--- config.mk ---
export PLATFORM = sky130hd
export DESIGN_NAME = bitonic_merge_ctrl
export DESIGN_NICKNAME = d
export VERILOG_FILES = /design/src/rtl/bitonic_merge_ctrl.sv
export SDC_FILE = /design/constraint.sdc
export NUM_CORES = 1
export LEC_CHECK = 0
export CELL_PAD_IN_SITES_DETAIL_PLACEMENT = 1
export CELL_PAD_IN_SITES_GLOBAL_PLACEMENT = 1
export CORE_MARGIN = 8
export CORE_UTILIZATION = 29
export DETAILED_ROUTE_END_ITERATION = 6
export GPL_ROUTABILITY_DRIVEN = 0
export PLACE_DENSITY = 0.95
export SLEW_MARGIN = 20
export SYNTH_ARGS = -nofsm -noshare
export SYNTH_HDL_FRONTEND = slang
export SYNTH_SLANG_ARGS = --single-unit
export TNS_END_PERCENT = 100
--- constraint.sdc ---
create_clock -name i_clk -period 6.8 [get_ports i_clk]
set_input_delay 0.68 -clock i_clk [delete_from_list [all_inputs] [get_ports i_clk]]
set_output_delay 0.68 -clock i_clk [all_outputs]
set_load 0.03 [all_outputs]
--- src/rtl/bitonic_merge_ctrl.sv ---
// bitonic_merge_ctrl: issue sequencer for one bitonic merge node.
// Merges two pre-sorted head-tuple streams (A, B) into one sorted stream.
// Issue is gated on downstream credits. In-flight tuples are tracked
// through the NET_LAT-deep network so the last output and done can be flagged.
// Ports: i_clk/i_rst (async, active-high), i_start, A/B heads
//   (valid/last/top) with o_a_deq/o_b_deq, o_sel/o_issue/o_stall/
//   o_switch_output, i_credit_ret, o_out_valid/o_out_last,
//   o_busy/o_done/o_err, o_perf_issued/o_perf_stall.
// Optional macro BITONIC_MERGE_CTRL_PERF_EN enables the perf counters;
//   when it is undefined, both perf ports are tied to 0.
module bitonic_merge_ctrl #(
  parameter int W       = 32,
  parameter int NET_LAT = 2,
  parameter int CREDITS = 8,
  parameter int CW      = 4
) (
  input  logic         i_clk,
  input  logic         i_rst,
  input  logic         i_start,
  input  logic         i_a_valid,
  input  logic         i_a_last,
  input  logic [W-1:0] i_a_top,
  output logic         o_a_deq,
  input  logic         i_b_valid,
  input  logic         i_b_last,
  input  logic [W-1:0] i_b_top,
  output logic         o_b_deq,
  output logic         o_sel,
  output logic         o_issue,
  output logic         o_stall,
  output logic         o_switch_output,
  input  logic         i_credit_ret,
  output logic         o_out_valid,
  output logic         o_out_last,
  output logic         o_busy,
  output logic         o_done,
  output logic         o_err,
  output logic [31:0]  o_perf_issued,
  output logic [31:0]  o_perf_stall
);

  typedef enum logic [2:0] {
    S_IDLE, S_MERGE, S_DRAIN_A, S_DRAIN_B, S_FLUSH
  } state_t;

  localparam logic [CW-1:0] CRED_MAX = CW'(CREDITS);

  state_t        state_q, state_d;
  logic [CW-1:0] credit_q, credit_d;
  logic          prev_q, prev_d;
  logic          a_fin_q, a_fin_d;
  logic          b_fin_q, b_fin_d;
  logic          err_q, err_d;
  logic          a_deq_q, b_deq_q, sel_q, issue_q;
  logic          stall_q, sw_q, busy_q, done_q, tag_q;
  logic          issue_d, src_d, tag_d, done_d, stall_d;
  logic [NET_LAT-1:0] vld_q, lst_q;
  logic          a_ok, b_ok, has_cr;

  // A head whose pop is still pending is stale until the FIFO refills.
  assign a_ok   = i_a_valid & ~a_deq_q & ~a_fin_q;
  assign b_ok   = i_b_valid & ~b_deq_q & ~b_fin_q;
  // A credit returned this cycle can be spent on the same edge.
  assign has_cr = (credit_q != '0) | i_credit_ret;

  always_comb begin
    state_d = state_q;
    prev_d  = prev_q;
    a_fin_d = a_fin_q;
    b_fin_d = b_fin_q;
    issue_d = 1'b0;
    src_d   = 1'b0;
    tag_d   = 1'b0;
    done_d  = 1'b0;
    unique case (state_q)
      S_IDLE: if (i_start) begin
        state_d = S_MERGE;
        a_fin_d = 1'b0;
        b_fin_d = 1'b0;
        prev_d  = 1'b0;
      end
      S_MERGE: if (a_ok && b_ok && has_cr) begin
        issue_d = 1'b1;
        src_d   = i_b_top < i_a_top;
        if (src_d && i_b_last) begin
          b_fin_d = 1'b1;
          state_d = S_DRAIN_A;
        end else if (!src_d && i_a_last) begin
          a_fin_d = 1'b1;
          state_d = S_DRAIN_B;
        end
      end
      S_DRAIN_A: if (a_ok && has_cr) begin
        issue_d = 1'b1;
        if (i_a_last) begin
          a_fin_d = 1'b1;
          tag_d   = 1'b1;
          state_d = S_FLUSH;
        end
      end
      S_DRAIN_B: if (b_ok && has_cr) begin
        issue_d = 1'b1;
        src_d   = 1'b1;
        if (i_b_last) begin
          b_fin_d = 1'b1;
          tag_d   = 1'b1;
          state_d = S_FLUSH;
        end
      end
      S_FLUSH: if (o_out_last) begin
        done_d  = 1'b1;
        state_d = S_IDLE;
      end
      default: state_d = S_IDLE;
    endcase
    if (issue_d) prev_d = src_d;

    stall_d = !issue_d && (state_d == S_MERGE ||
      state_d == S_DRAIN_A || state_d == S_DRAIN_B);

    credit_d = credit_q;
    err_d    = err_q;
    if (issue_d && !i_credit_ret) begin
      credit_d = credit_q - CW'(1);
    end else if (!issue_d && i_credit_ret) begin
      if (credit_q == CRED_MAX) err_d = 1'b1;
      else credit_d = credit_q + CW'(1);
    end
  end

  always_ff @(posedge i_clk or posedge i_rst) begin
    if (i_rst) begin
      state_q  <= S_IDLE;
      credit_q <= CRED_MAX;
      prev_q   <= 1'b0;
      a_fin_q  <= 1'b0;
      b_fin_q  <= 1'b0;
      err_q    <= 1'b0;
      a_deq_q  <= 1'b0;
      b_deq_q  <= 1'b0;
      sel_q    <= 1'b0;
      issue_q  <= 1'b0;
      stall_q  <= 1'b0;
      sw_q     <= 1'b0;
      busy_q   <= 1'b0;
      done_q   <= 1'b0;
      tag_q    <= 1'b0;
      vld_q    <= '0;
      lst_q    <= '0;
    end else begin
      state_q  <= state_d;
      credit_q <= credit_d;
      prev_q   <= prev_d;
      a_fin_q  <= a_fin_d;
      b_fin_q  <= b_fin_d;
      err_q    <= err_d;
      a_deq_q  <= issue_d & ~src_d;
      b_deq_q  <= issue_d & src_d;
      sel_q    <= issue_d & src_d;
      issue_q  <= issue_d;
      stall_q  <= stall_d;
      sw_q     <= issue_d & (src_d != prev_q);
      busy_q   <= state_d != S_IDLE;
      done_q   <= done_d;
      tag_q    <= tag_d;
      // Shift in the registered issue so the output lags o_issue by NET_LAT.
      vld_q    <= NET_LAT'({vld_q, issue_q});
      lst_q    <= NET_LAT'({lst_q, issue_q & tag_q});
    end
  end

  assign o_a_deq         = a_deq_q;
  assign o_b_deq         = b_deq_q;
  assign o_sel           = sel_q;
  assign o_issue         = issue_q;
  assign o_stall         = stall_q;
  assign o_switch_output = sw_q;
  assign o_busy          = busy_q;
  assign o_done          = done_q;
  assign o_err           = err_q;
  assign o_out_valid     = vld_q[NET_LAT-1];
  assign o_out_last      = lst_q[NET_LAT-1];

`ifdef BITONIC_MERGE_CTRL_PERF_EN
  logic [31:0] perf_iss_q, perf_stl_q;
  logic        pass_start;

  assign pass_start = (state_q == S_IDLE) && i_start;

  always_ff @(posedge i_clk or posedge i_rst) begin
    if (i_rst) begin
      perf_iss_q <= '0;
      perf_stl_q <= '0;
    end else if (pass_start) begin
      perf_iss_q <= '0;
      perf_stl_q <= 32'(stall_d);
    end else begin
      if (issue_d && perf_iss_q != '1) perf_iss_q <= perf_iss_q + 32'd1;
      if (stall_d && perf_stl_q != '1) perf_stl_q <= perf_stl_q + 32'd1;
    end
  end

  assign o_perf_issued = perf_iss_q;
  assign o_perf_stall  = perf_stl_q;
`else
  assign o_perf_issued = '0;
  assign o_perf_stall  = '0;
`endif

endmodule

; Word level (Yosys, flattened, before mapping)
; Cells that the tools add are included.
[op_classes]
n_addsub = 2
bitwise = 15
n_mux = 40
magnitude_cmp = 1
n_reduce_logical = 27
eq_ne = 19
[ops]
columns = op, n
row1 = $lt A32 B32 Y1, 1
row2 = $mux W3, 9
row3 = $mux W1, 22
row4 = $ne A2 B2 Y1 const B, 10
row5 = $pmux W3 S5, 1
row6 = $eq A3 B2 Y1 const B, 4
row7 = $mux W4, 3
row8 = $logic_and A1 B1 Y1, 9
row9 = $pmux W1 S3, 3
row10 = $reduce_bool A3 Y1, 3
row11 = $and A1 B1 Y1, 8
row12 = $reduce_and A7 Y1, 1
row13 = $eq A3 B1 Y1 const B, 2
row14 = $not A1 Y1, 6
row15 = $reduce_and A6 Y1, 1
row16 = $reduce_bool A2 Y1, 3
row17 = $add A4 B1 Y4 const B, 1
row18 = $eq A4 B4 Y1 const B, 1
row19 = $pmux W1 S2, 2
row20 = $reduce_and A2 Y1, 2
row21 = $reduce_bool A4 Y1, 1
row22 = $sub A4 B1 Y4 const B, 1
row23 = $eq A3 B3 Y1 const B, 1
row24 = $logic_not A1 Y1, 3
row25 = other kinds (5), 6
[totals]
inputBits = 72
ff_bits = 23

; Depth between registers and ports, before layout
; Gate-level depths: netlist of run 1.
[depth]
ltp_word = 11
mapped_depth = 12
depth_no_buf = 12

; Least setup slack after synthesis of run 1
; OpenSTA, ideal clock, no wires.
[synth_path]
kind = input-to-reg
start = input port i_b_valid
end = register credit_q[3]
required_time_ns = 6.717
path_stages = 12
arrival_ns = 2.447
setup_slack_ns = 4.271
path_cell_list = nor3b_1 -> o211ai_1 -> nand2_1 -> nand3_1 -> inv_1 -> ha_1 -> ha_1 -> a21o_1 -> a21oi_1 -> xnor2_1 -> nor2_1 -> xor2_1
[synth_between]
elab_chain_cells = 10
elab_cells_between_ends = 15
cone_classes = eq/ne (1) / mux (4) / bitwise (2) / reduce/logical (8)
[synth_rtl]
columns = element, line
row1 = from (decl), 24  ; input logic i_b_valid,
row2 = $and A1 B1 Y1 (*) (2 in series), 62  ; assign b_ok = i_b_valid & ~b_deq_q & ~b_fin_q;
row3 = $logic_and A1 B1 Y1 (2 in series), 82  ; S_MERGE: if (a_ok && b_ok && has_cr) begin
row4 = $mux W1, 82
row5 = $pmux W1 S3 (*), 75  ; unique case (state_q)
row6 = named net issue_d, 56  ; logic issue_d, src_d, tag_d, done_d, stall_d;
row7 = $logic_not A1 Y1, 125  ; end else if (!issue_d && i_credit_ret) begin
row8 = $logic_and A1 B1 Y1, 125
row9 = $reduce_bool A2 Y1 (no source line), n/a
row10 = $reduce_and A2 Y1 (no source line), n/a
row11 = to (signal assigned), 152  ; credit_q <= credit_d;
row12 = to (decl), 49  ; logic [CW-1:0] credit_q, credit_d;
; The timed path passes the listed nets; every way through them passes the cells marked *.
; A chain may end at the register's enable or synchronous reset.

; Worst setup path in the final report of run 1
; Same ends and word-level chain as after synthesis.

==> flow_summary.json, run 1 <==
{
  "status": "finished, final reports clean",
  "drv_slew": 0,
  "core_um2": 8180,
  "final_nets": 469,
  "cts_tree": "done",
  "p_leak_nw": 1.62,
  "clk_latency_ps": 270,
  "setup_viol": 0,
  "tns_ps": 0,
  "rows": 33,
  "clock.fmax_ghz": 0.322,
  "synth.area.top_cells": "dfrtp_1, buf_4, ha_1, inv_1, nand2_1",
  "hold_viol_final": 0,
  "tightest_slew_ps": 857,
  "critical_path.max_fanout": 4,
  "fin_crit_sh_pct": 45.6,
  "cts_sinks": 23,
  "dieArea_um2": 11600,
  "synthCells": 279,
  "skew_ps": 2.68,
  "rrSetupSlack_ps": 4070,
  "hold_buffers": 0,
  "drt-pass1-iter-count": 4,
  "synth-main-ff-cell": "dfrtp_1",
  "drive_gt1_share_pct": 4.17,
  "min_from": "vld_q[0]$_DFF_PP0_",
  "cp.required_ps": 7000,
  "area_growth_pct": 30.2,
  "grt_usage_pct": 11.7,
  "rr_endpoint": "credit_q[3]$_DFFE_PP1P_",
  "fin_hold_ws_ps": 366,
  "crit_type": "in2reg",
  "netlist.area_leader.share_pct": 22.6,
  "synth_area_um2": 2430,
  "drt_wl_total_um": 6930,
  "yosysWarnings": 0,
  "die_w_um": 108,
  "cp.arrival_ps": 3300,
  "ios": 147,
  "power_mw": 0.718,
  "ctsHtreeMaxLevel": 1,
  "first_global_vias": 2393,
  "placed_area_um2": 3120,
  "ys_seq_area_share_pct": 23.7,
  "cts_buffers": 3,
  "route.detailed.wl_per_inst_um": 14.9,
  "final_util_pct": 38.8,
  "hpwl_um": 6260,
  "die_y_um": 108,
  "synth.distinct_cells": 52,
  "r2r_start": "credit_q[1]$_DFFE_PP0P_",
  "ff2ff_path_depth": 11,
  "drc": 0,
  "crit_path_end_kind": "register",
  "cts_setup_buffers": 0,
  "async_flop_share_pct": 100,
  "clockBufferDepth": 2,
  "hp-class": "reg2reg",
  "vias": 2058,
  "hold_path_end": "vld_q[1]$_DFF_PP0_",
  "period_needed_ps": 3100,
  "yosysTopAreaCell": "dfrtp_1",
  "ys_ff_latch": 23,
  "cts.root.buffer_cell": "clkbuf_8",
  "io_buffers": 82,
  "final_common_cell": "clkdlybuf4s50_1",
  "overflow": 0,
  "peakVddDrop_uv": 86.1,
  "final_cell_mix": "clkdlybuf4s50_1, conb_1, inv_1",
  "cp-start-kind": "primary input",
  "n_antenna_cell": 0,
  "rsz0062_at_grt": "no",
  "final_area_um2": 3170,
  "maxCapViolCount": 0,
  "grt_pass1_wl_um": 11100,
  "syn_area_per_cell_um2": 8.73,
  "routed_via_density": 4.43,
  "power.density_nw_per_um2": 226,
  "antenna_found_initial": 0,
  "maxSlewHeadroom_pct": 42.8,
  "path_clk_slew_ps": 80,
  "drt_iter0_markers": 15,
  "synth-edff-count": 0,
  "initial_utilization_pct": 29.8,
  "n_fill_cell": 987,
  "drtAntennaViolNets": 0,
  "grt_start_max_net_pins": 24,
  "ctsResizeCount": 0,
  "min_path_cells": 0
}
-- sequential cells by signal, indices dropped and copies added (netlist names) --
| name | flops |
|---|---|
| credit_q | 4 |
| state_q | 3 |
| lst_q | 2 |
| vld_q | 2 |
| a_fin_q | 1 |
| b_fin_q | 1 |
| o_a_deq | 1 |
| o_busy | 1 |
| o_done | 1 |
| o_err | 1 |
| o_issue | 1 |
| o_sel | 1 |
| o_stall | 1 |
| o_switch_output | 1 |
| prev_q | 1 |
| tag_q | 1 |
-- how the worst max path moves through the flow --
stage	start	to	slack, ps
2_1_floorplan	i_b_valid	credit_q[3]$_DFFE_PP1P_	4270
3_3_place_gp	i_b_valid	credit_q[3]$_DFFE_PP1P_	3680
3_5_place_dp	i_b_valid	credit_q[3]$_DFFE_PP1P_	3430
4_1_cts	i_b_valid	credit_q[3]$_DFFE_PP1P_	3720
5_1_grt	i_b_valid	credit_q[3]$_DFFE_PP1P_	3510
6_report	i_b_valid	credit_q[3]$_DFFE_PP1P_	3700
-- final cells by class --
class / count / area (um^2) / share of cell area, %
multi-input cells: 212 / 1450 / 45.7
repair buffers: 82 / 821 / 25.9
flip-flops and latches: 23 / 577 / 18.2
inverters: 39 / 146 / 4.62
well taps: 105 / 131 / 4.15
clock buffers: 4 / 45.0 / 1.42
-- layer usage --
metal  GRT usage [%]  wire length (um)  up-vias
met1            11.3              2510      980
met4            3.37               116        0
met3            2.63               422        9
met2            23.5              3880       90
met5               0                 0        -
li1                -                 -      979
-- logic make-up after synthesis --
logic type / share of synthesized area [%]
xor+xnor: 1.44
compound gates: 15.0
other cells: 0.154
simple gates: 14.0
flops: 23.7
mux: 0.411
fa+ha+maj: 18.8
buf+inv: 26.5
-- Yosys cell counts (2+ instances only) --
cell,n
a211oi_1,4
a21o_1,4
a21oi_1,11
a221o_1,2
a31o_2,3
and2_1,4
and3_1,4
and4_1,4
buf_4,65
clkbuf_1,3
dfrtp_1,22
ha_1,35
inv_1,39
nand2_1,16
nand2b_1,3
nand3_1,8
nand4_1,2
nor2_1,7
o211ai_1,3
o21ai_0,5
o21ai_1,2
xnor2_1,2
xor2_1,2
-- where the power goes --
| part | leakage [nW] | internal, mW | switching, mW |
|---|---|---|---|
| Sequential | 0.289 | 0.185 | 0.0527 |
| Combinational | 1.31 | 0.169 | 0.226 |
| Clock | 0.0228 | 0.0419 | 0.0431 |
| Total | 1.62 | 0.396 | 0.322 |
-- critical path, stage by stage --
cell and delay (ps):
clkdlybuf4s50_1 460, nor3b_1 390, o211ai_1 160, nand2_1 80, nand3_1 140, inv_1 190
ha_1 240, ha_1 260, a21o_1 160, a21oi_1 190, xnor2_1 80, nor2_1 110
xor2_1 160
-- through the flow --
| stage | std cells | setup slack [ps] |
|---|---|---|
| final | 465 | 3700 |
| after global routing | 465 | 3510 |
| after CTS | 465 | 3720 |
| after detailed placement | 461 | 3430 |
| after global placement | 461 | 3680 |
| after floorplan | 342 | 4270 |
No activity file was read; power rests on OpenSTA's default activity.
==> run 2, diff against run 1 <==
- CORE_UTILIZATION: 29 -> 24
- PLACE_DENSITY: 0.95 -> 0.87
- clock period: 6.8 -> 2.76 ns (I/O delays scaled with it)
==> flow_summary.json, run 2 (same netlist as run 1, synthesis figures left out) <==
{
  "maxCapViolCount": 0,
  "hp-class": "reg2reg",
  "drc": 0,
  "power.density_nw_per_um2": 558,
  "n_antenna_cell": 0,
  "overflow": 0,
  "worstSetupPathDepth": 10,
  "drt_iter0_markers": 28,
  "clockBufferDepth": 2,
  "power_mw": 1.81,
  "final_util_pct": 33.1,
  "regMostFlops": "credit_q",
  "use_met2_pct": 20.4,
  "n_fill_cell": 1245,
  "vias": 2093,
  "grt_start_max_net_pins": 24,
  "pre_cts_ws_ps": -20.5,
  "routed_via_density": 4.19,
  "initial_utilization_pct": 24.8,
  "grt_usage_pct": 10.2,
  "period_needed_ps": 2460,
  "skew_ps": 0.888,
  "layout_setup_ws_ps": 295,
  "cp.arrival_ps": 2650,
  "fin_crit_sh_pct": 89.3,
  "peakVddDrop_uv": 299,
  "core_um2": 9820,
  "io_buffers": 82,
  "max_stage_delay_ps": 450,
  "hpwl_um": 6400,
  "critPathTopFamily": "compound AO/OA/AOI/OAI gates",
  "crit_path_end_kind": "register",
  "cts.root.buffer_cell": "clkbuf_8",
  "final_common_cell": "clkdlybuf4s50_1",
  "dieArea_um2": 13600,
  "path_clk_slew_ps": 80,
  "cp_cell_sequence": "clkdlybuf4s50_1, inv_1, ha_1, a41o_1, a21oi_1, o31ai_1, a41oi_1, o21ai_1, o31ai_4, mux2i_1",
  "cp_num_buf_inv": 2,
  "ios": 147,
  "setup_viol": 0,
  "hold_viol_final": 0,
  "slowest_stage": "clkdlybuf4s50_1",
  "cp.required_ps": 2950,
  "tightest_slew_ps": 875,
  "maxSlewHeadroom_pct": 41.6,
  "route.detailed.wl_per_inst_um": 14.3,
  "die_w_um": 117,
  "cts_buffers": 3,
  "ff2ff_path_depth": 11,
  "ctsResizeCount": 0,
  "grt_pass1_wl_um": 11200,
  "p_leak_nw": 1.65,
  "clk_latency_ps": 270,
  "rrSetupSlack_ps": 370,
  "drt-pass1-iter-count": 4,
  "critical_path.max_fanout": 4,
  "largest_register_ff_count": 4,
  "clock.fmax_ghz": 0.406,
  "cts_tree": "done",
  "crit_type": "in2reg",
  "drive_gt1_share_pct": 6.01,
  "met1_usage_pct": 10.1,
  "drv_slew": 0,
  "first_global_vias": 2501,
  "hold_buffers": 0,
  "antenna_found_initial": 0,
  "drt_wl_total_um": 7120,
  "rsz0062_at_grt": "no",
  "use_met3_pct": 1.91,
  "reg_top3": "credit_q x4, state_q x3",
  "final_nets": 475,
  "min_path_cells": 0,
  "status": "finished, final reports clean",
  "cp-start-kind": "primary input",
  "area_growth_pct": 33.5,
  "cts_setup_buffers": 0,
  "drtAntennaViolNets": 0,
  "cts_sinks": 23,
  "final_cell_mix": "clkdlybuf4s50_1, conb_1, inv_1",
  "ctsHtreeMaxLevel": 1,
  "top_usage_layer": "met2",
  "rows": 36,
  "die_y_um": 117
}
==> run 2: cell count changes in the layout (fill, tap and decap cells not counted) <==
cell,change
buf_4,+6
clkbuf_1,-1
clkinv_2,+1
==> run 2: per-layer routing <==
metal	vias to the layer above	wire length [um]
li1	994	-
met1	1011	2620
met2	77	4010
met3	11	370
met4	0	119
met5	-	0
==> run 2: layout make-up <==
type	count	area, um^2	area share, %
multi-input cells	212	1450	44.6
clock inverters	1	5.00	0.154
well taps	133	166	5.12
flip-flops and latches	23	577	17.7
inverters	39	146	4.50
repair buffers	88	866	26.6
clock buffers	3	41.3	1.27
==> run 2: power by group <==
group	total [mW]	internal (mW)	switching, mW
logic	1.02	0.451	0.572
clock network	0.210	0.101	0.109
registers	0.580	0.456	0.125
total	1.81	1.01	0.806
==> run 2: final timing paths <==
kind,start,to
max in group asynchronous,i_rst,credit_q[0]$_DFFE_PP0P_
hold reg to reg,vld_q[0]$_DFF_PP0_,vld_q[1]$_DFF_PP0_
setup / recovery,i_a_top[6],o_switch_output$_DFF_PP0_
hold / removal,vld_q[0]$_DFF_PP0_,vld_q[1]$_DFF_PP0_
setup reg to reg,credit_q[1]$_DFFE_PP0P_,credit_q[3]$_DFFE_PP1P_
min in group asynchronous,i_rst,o_busy$_DFF_PP0_
==> run 2: metrics by stage <==
step                cells  hold slack, ps  instance area (um^2)  TNS, ps
floorplan             342             277                  2670        0
global placement      495             332                  3200        0
detailed placement    495             336                  3200    -20.5
CTS                   499             355                  3250        0
global route          499             366                  3250        0
finish                499             352                  3250        0
